--- src/rtl/fir_tap_filter_p.sv ---
// Pipelined N-tap FIR filter for unsigned samples: run-time coefficient RAM,
// valid-qualified tap line, fixed 2-stage output latency, right-shift scaling with saturation.
module fir_tap_filter_p #(
    parameter int DATA_W   = 8,
    parameter int NUM_TAPS = 4,
    parameter int COEF_W   = 8,
    parameter int OUT_W    = 8,
    parameter int SHIFT    = 0,
    parameter int COEF_RST = 2
) (
    input  logic                        clk,
    input  logic                        rst_n,
    input  logic                        coef_we,
    input  logic [$clog2(NUM_TAPS)-1:0] coef_addr,
    input  logic [COEF_W-1:0]           coef_wdata,
    input  logic                        in_valid,
    input  logic [DATA_W-1:0]           in_data,
    output logic                        out_valid,
    output logic [OUT_W-1:0]            out_data,
    output logic                        out_sat
);
    localparam int PROD_W = DATA_W + COEF_W;
    localparam int ACC_W  = DATA_W + COEF_W + $clog2(NUM_TAPS);
    localparam int CMP_W  = (ACC_W > OUT_W) ? ACC_W : OUT_W;

    logic [DATA_W-1:0] tap      [NUM_TAPS];
    logic [COEF_W-1:0] coef     [NUM_TAPS];
    logic [COEF_W-1:0] coef_lat [NUM_TAPS];
    logic [PROD_W-1:0] prod     [NUM_TAPS];
    logic              tap_valid;
    logic              prod_valid;

    logic [ACC_W-1:0]  sum;
    logic [CMP_W-1:0]  scaled;
    logic              clip;

    // NOTE: the coefficient RAM is reset explicitly because the filter must restart from a
    // known response; pure storage with no such requirement would be left unreset.
    always_ff @(posedge clk) begin
        if (!rst_n) begin
            for (int k = 0; k < NUM_TAPS; k++) begin
                coef[k] <= COEF_W'(COEF_RST);
            end
        end else if (coef_we) begin
            for (int k = 0; k < NUM_TAPS; k++) begin
                if (int'(coef_addr) == k) begin
                    coef[k] <= coef_wdata;
                end
            end
        end
    end

    // Coefficients are captured alongside the sample, so a write on the same edge is not seen.
    always_ff @(posedge clk) begin
        if (!rst_n) begin
            tap_valid <= 1'b0;
            for (int k = 0; k < NUM_TAPS; k++) begin
                tap[k]      <= '0;
                coef_lat[k] <= '0;
            end
        end else begin
            tap_valid <= in_valid;
            if (in_valid) begin
                tap[0] <= in_data;
                for (int k = 1; k < NUM_TAPS; k++) begin
                    tap[k] <= tap[k-1];
                end
                for (int k = 0; k < NUM_TAPS; k++) begin
                    coef_lat[k] <= coef[k];
                end
            end
        end
    end

    always_ff @(posedge clk) begin
        if (!rst_n) begin
            prod_valid <= 1'b0;
            for (int k = 0; k < NUM_TAPS; k++) begin
                prod[k] <= '0;
            end
        end else begin
            prod_valid <= tap_valid;
            if (tap_valid) begin
                for (int k = 0; k < NUM_TAPS; k++) begin
                    prod[k] <= PROD_W'(tap[k]) * PROD_W'(coef_lat[k]);
                end
            end
        end
    end

    // NOTE: every always_comb output gets a default first so no path leaves it unassigned
    // (which would infer a latch); the running sum uses blocking '=' so each iteration sees
    // the previous partial sum, unlike the '<=' used for registers.
    always_comb begin
        sum = '0;
        for (int k = 0; k < NUM_TAPS; k++) begin
            sum = sum + ACC_W'(prod[k]);
        end
        scaled = CMP_W'(sum >> SHIFT);
        clip   = (scaled > CMP_W'({OUT_W{1'b1}}));
    end

    // Output registers only load on a valid result, so they hold between pulses.
    always_ff @(posedge clk) begin
        if (!rst_n) begin
            out_valid <= 1'b0;
            out_data  <= '0;
            out_sat   <= 1'b0;
        end else begin
            out_valid <= prod_valid;
            if (prod_valid) begin
                out_data <= clip ? {OUT_W{1'b1}} : scaled[OUT_W-1:0];
                out_sat  <= clip;
            end
        end
    end
endmodule

--- config.mk ---
export PLATFORM = sky130hd
export DESIGN_NAME = fir_tap_filter_p
export DESIGN_NICKNAME = d
export VERILOG_FILES = /design/src/rtl/fir_tap_filter_p.sv
export SDC_FILE = /design/constraint.sdc
export NUM_CORES = 1
export LEC_CHECK = 0
export CAP_MARGIN = 30
export CORE_ASPECT_RATIO = 2
export CORE_MARGIN = 1
export CORE_UTILIZATION = 30
export CTS_CLUSTER_SIZE = 8
export DETAILED_ROUTE_END_ITERATION = 12
export HOLD_SLACK_MARGIN = 0.05
export SETUP_SLACK_MARGIN = 0.3
export SYNTH_ARGS = -nofsm -noshare
export SYNTH_HDL_FRONTEND = slang
export SYNTH_SLANG_ARGS = --single-unit
--- constraint.sdc ---
create_clock -name clk -period 11 [get_ports clk]
set_input_delay 2.2 -clock clk [delete_from_list [all_inputs] [get_ports clk]]
set_output_delay 2.2 -clock clk [all_outputs]
set_load 0.01 [all_outputs]
-- Word-level counts from Yosys, hierarchy flattened
Memory sizes are Yosys's and may differ from the RTL's.
Index checks and enable logic that the tools add are counted.
- multipliers: 4
- $add $sub $neg: 3
- $lt $le $gt $ge: 1
- eq/ne operators: 3
- reductions and logical operators: 1
- shift operators: 0
- muxes and demuxes: 40
- div/mod/pow operators: 0
- bitwise gates (word level): 16
- operators by type and width (cell ; number):
    $mux 8 ; 13
    $mul 8x8->16 ; 4
    $mux 16 ; 4
    $mux 1 ; 23
    $add 17x16->18 ; 1
    $add 18x16->18 ; 1
    $gt 18x8->1 const B ; 1
    $add 16x16->17 ; 1
    $or 1x1->1 ; 16
    $eq 2x2->1 const B ; 2
    $eq 2x1->1 const B ; 1
    $logic_not 2->1 ; 1
- bits in latches: 0
- output and inout bits: 10
- memory bits (writable): 160
- bits in read-only memories: 0
- word-level logic and storage cells: 77
- memories: 4
- input bits: 22
- register bits after elaboration: 12
- memory list (memory ; depth ; bits a word ; read ports ; clocked after memory_dff ; write ports ; RTL line ; source):
    prod ; 4 ; 16 ; 4 ; 0 ; 4 ; 29 ; logic [PROD_W-1:0] prod [NUM_TAPS];
    coef ; 4 ; 8 ; 4 ; 0 ; 4 ; 27 ; logic [COEF_W-1:0] coef [NUM_TAPS];
    coef_lat ; 4 ; 8 ; 4 ; 0 ; 4 ; 28 ; logic [COEF_W-1:0] coef_lat [NUM_TAPS];
    tap ; 4 ; 8 ; 4 ; 0 ; 4 ; 26 ; logic [DATA_W-1:0] tap [NUM_TAPS];

-- Longest topological paths before layout
- depth in word-level cells: 6
- gate-level depth with buffers: 17
- mapped depth without buffers: 17

-- Worst setup path before layout
No wires, ideal clock.
- path type: input to register
- start point: input in_valid
- end point: memory coef_lat[0][0] (enable)
- arrival: 4028 ps
- buffers on the path: 1
- required time: 10567 ps
- stages on the path: 2
- slack: 6539 ps
- setup time: 433 ps
- cell sequence: clkbuf_1 > nand2b_1
- RTL lines (what ; RTL line ; source):
    from (decl) ; 16 ; input logic in_valid,
    to (decl) ; 28 ;

==> results.yml <==
outcome:
  status: "finished clean"
power_and_ir_drop:
  switching_share_pct: 32.14
  p_leak_nw: 8.347
  p_switching_w: 0.0006708
  p_int_w: 0.001416
  pwr-share-clk_pct: 31.1
  peakVddDrop_uv: 94.97
  pwr-share-comb_pct: 29.5
  p_seq_share_pct: 39.4
  powerDensity_nw_per_um2: 118.3
yosys:
  synth.area.mux_share_pct: 0.1335
  synth_most_common_cell: "inv_1"
  ys.flop_type: "edfxtp_1"
  synth_top_area_share_pct: 30.16
  syn_avg_cell_area_um2: 10.18
  syn_inst: 1565
  synth_top_area_cell: "edfxtp_1"
  synth_fa_ha_area_share_pct: 34.76
  yosys_register_bits: 172
  synth_edf_count: 160
  ys_async_sr_fraction_pct: 0
  syn-cell-area_um2: 15930
  synth.area.top_cells: "edfxtp_1 (30%), fa_1 (22%), ha_1 (13%)"
  synth-compound-area-share_pct: 5.663
  synthXorXnorAreaFrac_pct: 2.199
  yosysSeqAreaShare_pct: 31.67
  syn_nets: 1924
  synthSimpleGateAreaFrac_pct: 17.80
  yosys_warnings: 0
  ys_top_cells_by_count: "inv_1 (296), fa_1 (176), nand2_1 (163)"
  synth_cell_types: 50
  synth_top_family_by_area: "adder cells"
critical_path:
  reg2reg_from: "tap[1][5]"
  path_max_fanout: 9
  end_kind: "flop"
  worstRegToRegCells: 16
  worstSetupPathType: "flop to flop"
  worst_setup_path_start_kind: "flop"
  r2r_end: "prod[0][31]"
  cp.arrival_ps: 4970
  ff2ff_setup_slack_ps: 6340
  critPathRequiredTime_ps: 11310
detailed_routing:
  drtIter0Drc: 376
  drc: 0
  wl_per_cell_um: 15.43
  wl_um: 34980
  viasPerCell: 4.592
  drt-pass1-iter-count: 6
  ant_nets: 0
  num_vias: 10410
sta:
  slew_headroom_pct: 29.74
  setup_violations: 0
  finalCriticalPeriod_ps: 4664
  final.setup.tns_ps: 0
  final_hold_viol_count: 0
  post-route-period-util_pct: 42.40
  rsz0062_at_grt: "false"
  fin_skew_ps: 11.08
  final.hold.worst_slack_ps: 547.4
  final_max_slew_viol_count: 0
  max_freq_mhz: 214.4
  tightest_slew_ps: 1043
min_path:
  hold_path_end: "out_data[0]"
  hold_depth: 2
  hold_path_class: "flop to flop"
  min_from: "out_data[0]"
global_routing:
  antenna_found_initial: 1
  gr-total-overflow: 0
  grt_use_total_pct: 13.83
  grt_pass1_wl_um: 57430
  grt_max_degree: 97
  grt_pass1_vias: 11300
floorplanning:
  die_w_um: 164.9
  die_h_um: 327.9
  coreArea_um2: 52560
  row_count: 119
  start_util_pct: 30.31
  die_area_um2: 54080
  ios: 32
cells_and_area:
  multi_input_area_um2: 9652
  area_delta_synth_final_pct: 10.73
  layout.nets: 1947
  seq_area_um2: 5045
  instances_no_fill: 2267
  final_layout_size_suffix_gt1_share_pct: 3.061
  num-fill-cells: 5274
clock_tree:
  clk_latency_ps: 440
  clkTransAtPathRegs_ps: 70
  cts_tree: "done"
  htreeDepth: 4
  cts_hold_buffers: 0
  clockBufferDepth: 2
  numCtsBuffers: 17
  post_cts_resized: 0
  post_cts_buffers: 0
  cts_sinks: 172
  cts_root_buf: "clkbuf_16"
job:
  maxCapViolCount: 0
place:
  dp_hpwl_um: 28970
  gp_routability_congestion: 0.8058
  portBuffers: 31
  dp.cells: 2234
-- worst max-delay path, stage by stage (launching register included) --
cell,delay [ps]
edfxtp_1,560
and2_1,250
fa_1,530
inv_1,50
fa_1,530
inv_1,50
fa_1,470
inv_1,50
fa_1,470
inv_1,40
ha_1,320
o21ai_1,110
a21o_1,200
a21oi_1,200
nor3_1,100
or4_1,520
nand2_1,90
-- cell type report --
type | count | share of cell area [%]
diodes | 1 | 0.01419
clock buffers | 20 | 2.589
clock inverters | 12 | 1.064
inverters | 296 | 6.299
multi-input cells | 1063 | 54.72
flip-flops and latches | 172 | 28.60
well taps | 665 | 4.717
repair buffers | 38 | 2.000
-- logic make-up (layout without fill, tap and decap cells) --
kind of cell    Yosys count  count (layout)
fa+ha+maj               337             337
buf+inv                 330             366
flops                   172             172
other cells               0               1
compound gates          145             145
mux                       2               2
simple gates            539             539
xor+xnor                 40              40
-- cell usage in the layout (no fill, tap or decap), types with 9 or more instances in the layout --
cell and instances:
inv_1 296, a21oi_1 43, o21ai_0 33, clkbuf_16 17, nor2b_1 9, a31oi_1 10, o21a_1 12, xor2_1 21
dfxtp_1 12, nor2_1 44, clkdlybuf4s50_1 30, or3_1 13, a21o_1 15, fa_1 176, and2_1 157, nand3_1 13
nand2_1 163, xnor2_1 19, and3_1 83, edfxtp_1 160, ha_1 161, nor3_1 30
-- flip-flops by register name, indices dropped and copies added, names as in the netlist --
name,cells
out_sat,1
tap,32
coef_lat,32
out_valid,1
prod_valid,1
out_data,8
coef,32
tap_valid,1
prod,64
-- stage by stage --
step                      util, %  setup WS (ps)  power [W]  area, um^2
after CTS                   33.56           6340   0.002107       17640
after global placement      32.31           6173   0.001443       16980
final                       33.56           6336   0.002087       17640
after floorplan                 -           6539   0.001281       15930
after detailed placement    32.33           6141   0.001457       16990
after global routing        33.56           6107   0.002218       17640
-- routing by layer --
metal	share of wire, %	track usage [%]	up-vias
met3	1.7	1.629	68
met4	5.2	7.898	0
met2	57	27.22	134
met1	36	13.39	5095
met5	0	0	-
li1	-	-	5113
-- power by group through the flow --
| stage | clock network [W] | registers, W | logic (W) |
|---|---|---|---|
| 2_1_floorplan | 0 | 0.000803 | 0.000478 |
| 3_5_place_dp | 0 | 0.000838 | 0.000619 |
| 5_1_grt | 0.000679 | 0.000830 | 0.000709 |
| 6_report | 0.000649 | 0.000823 | 0.000615 |
| 4_1_cts | 0.000660 | 0.000824 | 0.000623 |
| 3_3_place_gp | 0 | 0.000837 | 0.000606 |
-- worst max path at each step --
stage / start / endpoint / slack, ps / cells after the start
2_1_floorplan: in_valid / coef_lat[0][0] / 6540 / 2
3_3_place_gp: rst_n / prod[0][31] / 6170 / 6
3_5_place_dp: rst_n / prod[0][31] / 6140 / 6
4_1_cts: tap[1][5] / prod[0][31] / 6340 / 16
5_1_grt: tap[1][5] / prod[0][31] / 6110 / 16
6_report: tap[1][5] / prod[0][31] / 6340 / 16
Note: power is estimated with default switching activity, not from simulation.
